$ cat config.mk
export PLATFORM = sky130hd
export DESIGN_NAME = cnn_classify_ctrl
export DESIGN_NICKNAME = d
export VERILOG_FILES = /design/src/rtl/cnn_pkg.sv /design/src/rtl/argmax_seq.sv /design/src/rtl/cnn_classify_ctrl.sv
export SDC_FILE = /design/constraint.sdc
export NUM_CORES = 1
export LEC_CHECK = 0
export CAP_MARGIN = 10
export CORE_MARGIN = 5
export CORE_UTILIZATION = 40
export CTS_CLUSTER_SIZE = 10
export DETAILED_ROUTE_END_ITERATION = 8
export GPL_ROUTABILITY_DRIVEN = 0
export PLACE_DENSITY_LB_ADDON = 0.05
export SLEW_MARGIN = 0
export SYNTH_ARGS = -nofsm -noshare
export SYNTH_HDL_FRONTEND = slang
export SYNTH_SLANG_ARGS = --single-unit
$ cat constraint.sdc
create_clock -name clk -period 5.39 [get_ports clk]
set_clock_uncertainty 0.15 [all_clocks]
set_input_delay 1.078 -clock clk [delete_from_list [all_inputs] [get_ports clk]]
set_output_delay 1.078 -clock clk [all_outputs]
set_load 0.02 [all_outputs]
$ cat src/rtl/cnn_pkg.sv
// cnn_pkg: shared definitions for the classifier controller slice.
//   - state_t     : frame sequencer states
//   - CNN_N / CNN_NUM_CLASSES : default score width and class count
//   - score_lsb() : bit offset of class k inside a packed score vector
package cnn_pkg;

  localparam int CNN_N           = 8;
  localparam int CNN_NUM_CLASSES = 10;

  typedef enum logic [2:0] {
    IDLE   = 3'd0,
    FEED   = 3'd1,
    WAIT   = 3'd2,
    ARGMAX = 3'd3,
    HOLD   = 3'd4
  } state_t;

  // Class k occupies bits [k*n +: n] of the packed score vector.
  function automatic int score_lsb(input int k, input int n);
    return k * n;
  endfunction

endpackage

$ cat src/rtl/argmax_seq.sv
// argmax_seq: sequential signed argmax, one class per enabled cycle.
// Ports:
//   clk, rst (sync, active-high), ce (clock enable)
//   start      : load class 0 as best and begin scanning at class 1
//   scores     : packed signed scores, class k at [k*N +: N]
//   done       : high in the cycle the last class is compared
//   best_class : winning index including the current compare (valid with done)
//   best_score : winning score including the current compare (valid with done)
module argmax_seq
  import cnn_pkg::*;
#(
  parameter int N           = CNN_N,
  parameter int NUM_CLASSES = CNN_NUM_CLASSES,
  parameter int CLASS_W     = $clog2(NUM_CLASSES)
) (
  input  logic                     clk,
  input  logic                     rst,
  input  logic                     ce,
  input  logic                     start,
  input  logic [NUM_CLASSES*N-1:0] scores,
  output logic                     done,
  output logic [CLASS_W-1:0]       best_class,
  output logic [N-1:0]             best_score
);

  logic                run_r;
  logic [CLASS_W-1:0]  k_r;
  logic [CLASS_W-1:0]  best_cls_r;
  logic signed [N-1:0] best_val_r;
  logic signed [N-1:0] cand_s;
  logic                take_s;
  logic                last_s;

  // Candidate selection and strict signed compare; ties keep the lower index.
  always_comb begin
    cand_s     = scores[score_lsb(int'(k_r), N) +: N];
    take_s     = (cand_s > best_val_r);
    last_s     = (k_r == CLASS_W'(NUM_CLASSES - 1));
    done       = run_r & ce & last_s;
    best_class = take_s ? k_r : best_cls_r;
    best_score = take_s ? cand_s : best_val_r;
  end

  // Scan state: index, running best and busy flag.
  always_ff @(posedge clk) begin
    if (rst) begin
      run_r      <= 1'b0;
      k_r        <= '0;
      best_cls_r <= '0;
      best_val_r <= '0;
    end else if (ce) begin
      if (start) begin
        run_r      <= 1'b1;
        k_r        <= CLASS_W'(1);
        best_cls_r <= '0;
        best_val_r <= scores[N-1:0];
      end else if (run_r) begin
        best_cls_r <= best_class;
        best_val_r <= best_score;
        if (last_s) begin
          run_r <= 1'b0;
          k_r   <= '0;
        end else begin
          k_r <= k_r + CLASS_W'(1);
        end
      end
    end
  end

endmodule

$ cat src/rtl/cnn_classify_ctrl.sv
// cnn_classify_ctrl: frame sequencer and argmax classifier head for the
// streaming CNN chain.
// Ports:
//   clk, rst (sync, active-high), ce (global enable; 0 freezes all state)
//   start                       : begin a frame (only honoured in IDLE)
//   pix_vld/pix_din/pix_rdy     : input pixel handshake
//   net_vld/net_din             : pixel to the conv chain, 1 cycle after accept
//   net_dout/_vld/_end          : last-layer scores, class k at [k*N +: N]
//   busy                        : any state except IDLE
//   result_vld/_rdy/_class/_score : held classification result
//   timeout_err                 : one-cycle pulse when WAIT times out
// Optional: define CLASSIFY_PERF_CNT_EN to add frame_cycles[31:0], the
// saturating count of enabled cycles from leaving IDLE to entering HOLD.
module cnn_classify_ctrl
  import cnn_pkg::*;
#(
  parameter int N              = CNN_N,
  parameter int IN_CHANNEL     = 1,
  parameter int NUM_CLASSES    = CNN_NUM_CLASSES,
  parameter int FRAME_PIXELS   = 784,
  parameter int TIMEOUT_CYCLES = 4096,
  parameter int CLASS_W        = $clog2(NUM_CLASSES)
) (
  input  logic                     clk,
  input  logic                     rst,
  input  logic                     ce,
  input  logic                     start,
  input  logic                     pix_vld,
  input  logic [IN_CHANNEL*N-1:0]  pix_din,
  output logic                     pix_rdy,
  output logic                     net_vld,
  output logic [IN_CHANNEL*N-1:0]  net_din,
  input  logic [NUM_CLASSES*N-1:0] net_dout,
  input  logic                     net_dout_vld,
  input  logic                     net_dout_end,
  output logic                     busy,
  output logic                     result_vld,
  input  logic                     result_rdy,
  output logic [CLASS_W-1:0]       result_class,
  output logic [N-1:0]             result_score,
  output logic                     timeout_err
`ifdef CLASSIFY_PERF_CNT_EN
  ,
  output logic [31:0]              frame_cycles
`endif
);

  localparam int PIX_W  = $clog2(FRAME_PIXELS + 1);
  localparam int WAIT_W = $clog2(TIMEOUT_CYCLES + 1);

  state_t                   state_r, state_nx_s;
  logic [PIX_W-1:0]         pix_cnt_r;
  logic [WAIT_W-1:0]        wait_cnt_r;
  logic [NUM_CLASSES*N-1:0] score_r, score_cur_s;
  logic                     net_vld_r;
  logic [IN_CHANNEL*N-1:0]  net_din_r;
  logic                     timeout_err_r;
  logic                     result_vld_r;
  logic [CLASS_W-1:0]       result_class_r;
  logic [N-1:0]             result_score_r;
  logic                     hs_s, pix_last_s, wait_end_s, timeout_s;
  logic                     am_done_s;
  logic [CLASS_W-1:0]       am_class_s;
  logic [N-1:0]             am_score_s;

  // Handshake, end/timeout decode; an end in the timeout cycle wins.
  // score_cur_s lets argmax see a score vector captured in the same cycle as end.
  always_comb begin
    pix_rdy     = ce & (state_r == FEED);
    hs_s        = pix_rdy & pix_vld;
    pix_last_s  = (pix_cnt_r == PIX_W'(FRAME_PIXELS - 1));
    wait_end_s  = ce & (state_r == WAIT) & net_dout_end;
    timeout_s   = ce & (state_r == WAIT) & ~net_dout_end &
                  (wait_cnt_r == WAIT_W'(TIMEOUT_CYCLES - 1));
    score_cur_s = (ce && (state_r == WAIT) && net_dout_vld) ? net_dout : score_r;
  end

  // Next-state logic.
  always_comb begin
    state_nx_s = state_r;
    case (state_r)
      IDLE: begin
        if (ce && start) state_nx_s = FEED;
        else             state_nx_s = IDLE;
      end
      FEED: begin
        if (hs_s && pix_last_s) state_nx_s = WAIT;
        else                    state_nx_s = FEED;
      end
      WAIT: begin
        if (wait_end_s)     state_nx_s = ARGMAX;
        else if (timeout_s) state_nx_s = IDLE;
        else                state_nx_s = WAIT;
      end
      ARGMAX: begin
        if (am_done_s) state_nx_s = HOLD;
        else           state_nx_s = ARGMAX;
      end
      HOLD: begin
        if (ce && result_rdy) state_nx_s = IDLE;
        else                  state_nx_s = HOLD;
      end
      default: state_nx_s = IDLE;
    endcase
  end

  // State register.
  always_ff @(posedge clk) begin
    if (rst)     state_r <= IDLE;
    else if (ce) state_r <= state_nx_s;
  end

  // Datapath registers: pixel pipe, counters, score capture, result.
  // timeout_err_r is refreshed every cycle so the pulse never stretches under ce=0.
  always_ff @(posedge clk) begin
    if (rst) begin
      pix_cnt_r      <= '0;
      wait_cnt_r     <= '0;
      score_r        <= '0;
      net_vld_r      <= 1'b0;
      net_din_r      <= '0;
      timeout_err_r  <= 1'b0;
      result_vld_r   <= 1'b0;
      result_class_r <= '0;
      result_score_r <= '0;
    end else begin
      timeout_err_r <= timeout_s;
      if (ce) begin
        net_vld_r <= hs_s;
        if (hs_s) net_din_r <= pix_din;
        if ((state_r == IDLE) && start) pix_cnt_r <= '0;
        else if (hs_s)                  pix_cnt_r <= pix_cnt_r + PIX_W'(1);
        if (hs_s && pix_last_s)    wait_cnt_r <= '0;
        else if (state_r == WAIT)  wait_cnt_r <= wait_cnt_r + WAIT_W'(1);
        if ((state_r == WAIT) && net_dout_vld) score_r <= net_dout;
        if (am_done_s) begin
          result_vld_r   <= 1'b1;
          result_class_r <= am_class_s;
          result_score_r <= am_score_s;
        end else if ((state_r == HOLD) && result_rdy) begin
          result_vld_r <= 1'b0;
        end
      end
    end
  end

  argmax_seq #(
    .N          (N),
    .NUM_CLASSES(NUM_CLASSES),
    .CLASS_W    (CLASS_W)
  ) u_argmax (
    .clk       (clk),
    .rst       (rst),
    .ce        (ce),
    .start     (wait_end_s),
    .scores    (score_cur_s),
    .done      (am_done_s),
    .best_class(am_class_s),
    .best_score(am_score_s)
  );

  // A pixel registered before a ce=0 cycle is presented on the next enabled cycle.
  assign net_vld      = net_vld_r & ce;
  assign net_din      = net_din_r;
  assign busy         = (state_r != IDLE);
  assign result_vld   = result_vld_r;
  assign result_class = result_class_r;
  assign result_score = result_score_r;
  assign timeout_err  = timeout_err_r;

`ifdef CLASSIFY_PERF_CNT_EN
  logic [31:0] cyc_r, cyc_inc_s, frame_cycles_r;

  // Saturating increment.
  always_comb begin
    cyc_inc_s = (&cyc_r) ? cyc_r : cyc_r + 32'd1;
  end

  // Cycle counter over FEED/WAIT/ARGMAX, latched into frame_cycles on HOLD entry.
  always_ff @(posedge clk) begin
    if (rst) begin
      cyc_r          <= 32'd0;
      frame_cycles_r <= 32'd0;
    end else if (ce) begin
      if ((state_r == IDLE) && start)                     cyc_r <= 32'd0;
      else if (state_r inside {FEED, WAIT, ARGMAX})       cyc_r <= cyc_inc_s;
      if (am_done_s) frame_cycles_r <= cyc_inc_s;
    end
  end

  assign frame_cycles = frame_cycles_r;
`endif

endmodule

Word-level counts from Yosys, hierarchy flattened
Cells that the tools add are included.
{"block": "op_classes", "eq_ne": 7, "n_shift": 1, "n_addsub": 3, "n_lt_le_gt_ge": 1, "reduce_logical": 21, "bitwise": 10, "muxes": 26}
{"op": "$mux 80", "n": 1}
{"op": "$shiftx 80x8->8", "n": 1}
{"op": "$mux 13", "n": 2}
{"op": "$mux 4", "n": 6}
{"op": "$mux 8", "n": 3}
{"op": "$mux 10", "n": 2}
{"op": "$pmux 3 s5", "n": 1}
{"op": "$reduce_and 2->1", "n": 7}
{"op": "$add 13x1->13 const B", "n": 1}
{"op": "$eq 13x12->1 const B", "n": 1}
{"op": "$add 10x1->10 const B", "n": 1}
{"op": "$eq 10x10->1 const B", "n": 1}
{"op": "$and 1x1->1", "n": 9}
{"op": "$gt 8x8->1", "n": 1}
{"op": "$logic_and 1x1->1", "n": 8}
{"op": "$reduce_bool 2->1", "n": 4}
{"op": "$eq 3x2->1 const B", "n": 2}
{"op": "$mux 1", "n": 6}
{"op": "$mux 2", "n": 3}
{"op": "$mux 3", "n": 2}
{"op": "$add 4x1->4 const B", "n": 1}
{"op": "$eq 4x4->1 const B", "n": 1}
{"op": "$eq 3x1->1 const B", "n": 1}
{"op": "$eq 3x3->1 const B", "n": 1}
{"op": "other kinds (3)", "n": 3}
{"block": "totals", "ff_bits": 146, "output_inout_bits": 25, "wordCells": 83, "inputBits": 96}

Logic depth before layout (Yosys ltp)
{"block": "depth", "depth_word": 9, "mapped_depth": 17, "ltp_nobuf": 13}

By module
From an unflattened synthesis, not the netlist that was laid out.
{"block": "unflattened", "cells_unflattened": 701, "area_unflattened_um2": 7006.7}
{"module": "cnn_classify_ctrl", "n_inst": 1, "area_per_inst_um2": 5220.0, "cells_per_inst": 513, "seq_area_each_um2": 2582.5}
{"module": "argmax_seq", "n_inst": 1, "area_per_inst_um2": 1786.7, "cells_per_inst": 188, "seq_area_each_um2": 340.3}

Worst setup path before layout
No wires, ideal clock.
{"block": "synth_path", "path_kind": "input to register", "start": "in ce", "end": "reg u_argmax.best_cls_r[0]", "setup_slack_ps": 1146, "setup_time_ps": 121, "path_stages": 14, "path_buffers": 2, "t_arrival_ps": 3973, "t_required_ps": 5119, "cell_sequence": "nand4bb_4 -> nor2_8 -> buf_2 -> mux2_2 -> o221ai_1 -> o311ai_2 -> ha_1 -> a211oi_1 -> nand2_1 -> o211ai_1 -> a21o_1 -> buf_1 -> mux2i_1 -> nor2_1"}
{"block": "synth_via", "elab_chain_cells": 8, "elab_cells_between_ends": 12, "cone_classes": "order compare (1); shift (1); mux (4); bitwise (2); reduce/logical (4)"}
{"element": "start, declared", "line_no": "cnn_classify_ctrl.sv:26", "text": "input logic ce,"}
{"element": "$logic_and 1x1->1 (2 in a row)", "line_no": "cnn_classify_ctrl.sv:75", "text": "score_cur_s = (ce && (state_r == WAIT) && net_dout_vld) ? net_dout : score_r;"}
{"element": "$mux 80", "line_no": "cnn_classify_ctrl.sv:75"}
{"element": "$shiftx 80x8->8", "line_no": "argmax_seq.sv:36", "text": "cand_s = scores[score_lsb(int'(k_r), N) +: N];"}
{"element": "$gt 8x8->1", "line_no": "argmax_seq.sv:37", "text": "take_s = (cand_s > best_val_r);"}
{"element": "$mux 4", "line_no": "argmax_seq.sv:40", "text": "best_class = take_s ? k_r : best_cls_r;"}
{"element": "$mux 4", "line_no": "argmax_seq.sv:57", "text": "end else if (run_r) begin"}
{"element": "$mux 4", "line_no": "argmax_seq.sv:52", "text": "if (start) begin"}
{"element": "end signal, assigned", "line_no": "argmax_seq.sv:58", "text": "best_cls_r <= best_class;"}
{"element": "end, declared", "line_no": "argmax_seq.sv:28", "text": "logic [CLASS_W-1:0] best_cls_r;"}
Parallel ways exist; a longest one is shown, timed or not. The select of a mux whose other input is x is not followed.
A chain may end at the register's enable or synchronous reset.

Final worst setup path
{"block": "layout_path", "start": "in ce", "end": "reg u_argmax.best_val_r[5]"}
{"block": "layout_via", "elab_chain_cells": 8, "elab_cells_between_ends": 12, "cone_classes": "order compare (1); shift (1); mux (4); bitwise (2); reduce/logical (4)"}
{"element": "$logic_and 1x1->1 (2 in a row)", "line_no": "cnn_classify_ctrl.sv:75"}
{"element": "$mux 80", "line_no": "cnn_classify_ctrl.sv:75"}
{"element": "$shiftx 80x8->8", "line_no": "argmax_seq.sv:36"}
{"element": "$gt 8x8->1", "line_no": "argmax_seq.sv:37"}
{"element": "$mux 8", "line_no": "argmax_seq.sv:41", "text": "best_score = take_s ? cand_s : best_val_r;"}
{"element": "$mux 8", "line_no": "argmax_seq.sv:57"}
{"element": "$mux 8", "line_no": "argmax_seq.sv:52"}
{"element": "end signal, assigned", "line_no": "argmax_seq.sv:56", "text": "best_val_r <= scores[N-1:0];"}
{"element": "end signal, assigned", "line_no": "argmax_seq.sv:59", "text": "best_val_r <= best_score;"}
{"element": "end, declared", "line_no": "argmax_seq.sv:29", "text": "logic signed [N-1:0] best_val_r;"}
Parallel ways exist; a longest one is shown, timed or not. The select of a mux whose other input is x is not followed.

==> summary.txt <==
Run status -> finished, final reports clean
Htree depth -> 4
Post-synth EDFFs -> 0
Total Routing Usage GR -> 0.199
Die Wd -> 145 um
Area leader, netlist -> dfxtp_1
Fin crit period -> 4.86 ns
Final setup fails -> 0
Worst-path clk slew -> 0.06 ns
Worst hold start -> score_r[77]
Worst reg2reg setup slack -> 0.84 ns
# Post-CTS Setup Buffers -> 0
Nets -> 1041
# DRC -> 0
Count leader, synth -> nand2_1
Syn Nets -> 946
Final core area utilization -> 0.515
Endpoint type of the worst setup path -> flip-flop
Cell area after synthesis -> 7240 um2
Pre-antenna DRT Iters -> 5
CTS Buffer Depth -> 2
Vias in the first global route -> 6246
Clk root buf -> clkbuf_16
Final cell count without fillers -> 1175
Pin count of the biggest net entering global routing -> 79
CTS Hold Bufs -> 0
Area contributors post-synth -> dfxtp_1 (40%), nand2_1 (8.8%), a21oi_1 (6.0%), mux2_2 (4.5%), nor2_1 (3.8%)
Via density -> 5.42
CP Launch Type -> input port
Post-synth top area share -> 0.404
Number of diodes -> 0
Routed Antenna Nets -> 0
IO Pins -> 121
Via count -> 6369
First-pass GRT wire length -> 32800 um
Synth async-reset ratio -> 0
CP Launch Point -> ce
Worst Tran Pin Value -> 0.977 ns
R2R cell count -> 12
Number of buffers added on ports -> 120
Rel. slew slack -> 0.347
Post-CTS Resized -> 0
TNS Setup -> 0 ns
CP Data Required Time -> 5.55 ns
Inst Count DP -> 1143
Worst min-delay path category -> reg2reg
PD cells -> 265 nW/um2
Sequential share of the synthesized area -> 0.404
Leakage Power -> 3.37 nW
Final HPWL DP -> 15000 um
Max Clk Rate -> 0.206 GHz
CTS tree -> built
Syn_area_per_cell -> 8.64 um2
Row count -> 49
Post-synth cell types -> 57
Max Slew Vio Count -> 0
Initial antenna violation count -> 0
Synth cell count leaders -> nand2_1 (169), dfxtp_1 (146), a21oi_1 (87)
Die Height -> 145 um
Final hold violation count -> 0
Layout Area Growth over Synthesis -> 27.3%
R2r endpoint -> u_argmax.best_val_r[5]
RSZ-0062 raised after global routing -> false
Total CTS buffers -> 17
Initial DRC Count -> 459
Skew-Pair Late Insertion Delay -> 0.42 ns
Register bit total from synthesis -> 146
GRT overflow -> 0
CP arrival -> 5.01 ns
Clock net sink count -> 146
CP Class -> in2reg
Core area -> 17900 um2
CP max FO -> 34
Initial Util -> 0.405
Post-synth top flop -> dfxtp_1
Number of max-cap violations -> 0
Share of layout cells above drive strength 1 -> 0.111
Worst setup endpoint -> u_argmax.best_val_r[5]
Worst VDD drop -> 0.209 mV
Final period utilization -> 0.901
Routed len/inst -> 17.3 um
Mapped Cells -> 838
Total routed wirelength -> 20300 um
Die area -> 20900 um2
Ys Warns -> 0
Reg-to-Reg Start -> u_argmax.k_r[1]
==> worst min path at each step <==
stage	end	cells after the start
after floorplan	score_r[47]	2
after global placement	score_r[24]	2
after detailed placement	score_r[24]	2
after CTS	score_r[24]	2
after global routing	score_r[20]	2
final	score_r[77]	2
==> cells in the final DEF, fill, tap and decap left out, types with 17 or more instances in the layout <==
cell type        netlist  final
mux2_2                29     29
o22ai_1               19     19
dfxtp_1              146    145
a21oi_1               87     87
nand2_1              169    168
nor2_1                73     73
clkdlybuf4s50_1        0    119
clkbuf_16              0     17
nor3_1                23     23
mux2i_1               25     25
==> critical path: stages <==
cell and delay [ns]:
clkdlybuf4s50_1 0.53, nand4bb_4 0.18, nor2_8 0.27, buf_12 0.25, mux2_2 0.37, o221ai_1 0.21, o311ai_2 0.20, ha_1 0.36
a211oi_1 0.26, nand2_1 0.08, o211ai_1 0.23, a21o_1 0.40, nor2_1 0.20, a221o_1 0.38
==> cell type report <==
cell class | count | area (um2)
fillers | 1698 | 8680
multi-input cells | 619 | 3990
flip-flops and latches | 146 | 2920
repair buffers | 137 | 1360
clock buffers | 20 | 457
well taps | 229 | 287
clock inverters | 12 | 156
inverters | 12 | 45.0
==> kinds of logic after synthesis <==
kind of cell | count (synthesis) | share of synthesized area
simple gates | 338 | 0.210
xor+xnor | 19 | 0.0230
buf+inv | 73 | 0.0459
flops | 146 | 0.404
compound gates | 180 | 0.164
fa+ha+maj | 12 | 0.0207
mux | 70 | 0.132
==> metal layers <==
layer | GRT usage | part of all wire
met5 | 0 | 0
met4 | 0.0658 | 0.019
met3 | 0.0489 | 0.050
met2 | 0.308 | 0.46
met1 | 0.273 | 0.47
==> sequential cells by signal (all words and copies together), names as in the netlist, 3 cells and up <==
signal               flops
u_argmax.best_val_r      8
net_din                  8
score_r                 80
wait_cnt_r              13
pix_cnt_r               10
result_class             4
u_argmax.k_r             4
state_r                  3
result_score             8
u_argmax.best_cls_r      4
==> power breakdown <==
group | switching, W | internal [W] | leakage (nW)
clock network | 0.000474 | 0.000753 | 0.289
logic | 0.0000566 | 0.0000758 | 1.90
registers | 0.00000215 | 0.00108 | 1.18
total | 0.000533 | 0.00191 | 3.37
==> stage by stage <==
step / hold slack [ns] / setup slack [ns] / area [um2] / total power [W]
finish: 0.298 / 0.532 / 9220 / 0.00244
global route: 0.323 / 0.239 / 9220 / 0.00253
CTS: 0.300 / 0.540 / 9220 / 0.00247
detailed placement: 0.292 / 0.0939 / 8610 / 0.00124
global placement: 0.286 / 0.129 / 8610 / 0.00124
floorplan: 0.277 / 1.15 / 7240 / 0.00114
(Power assumes the default switching activity.)
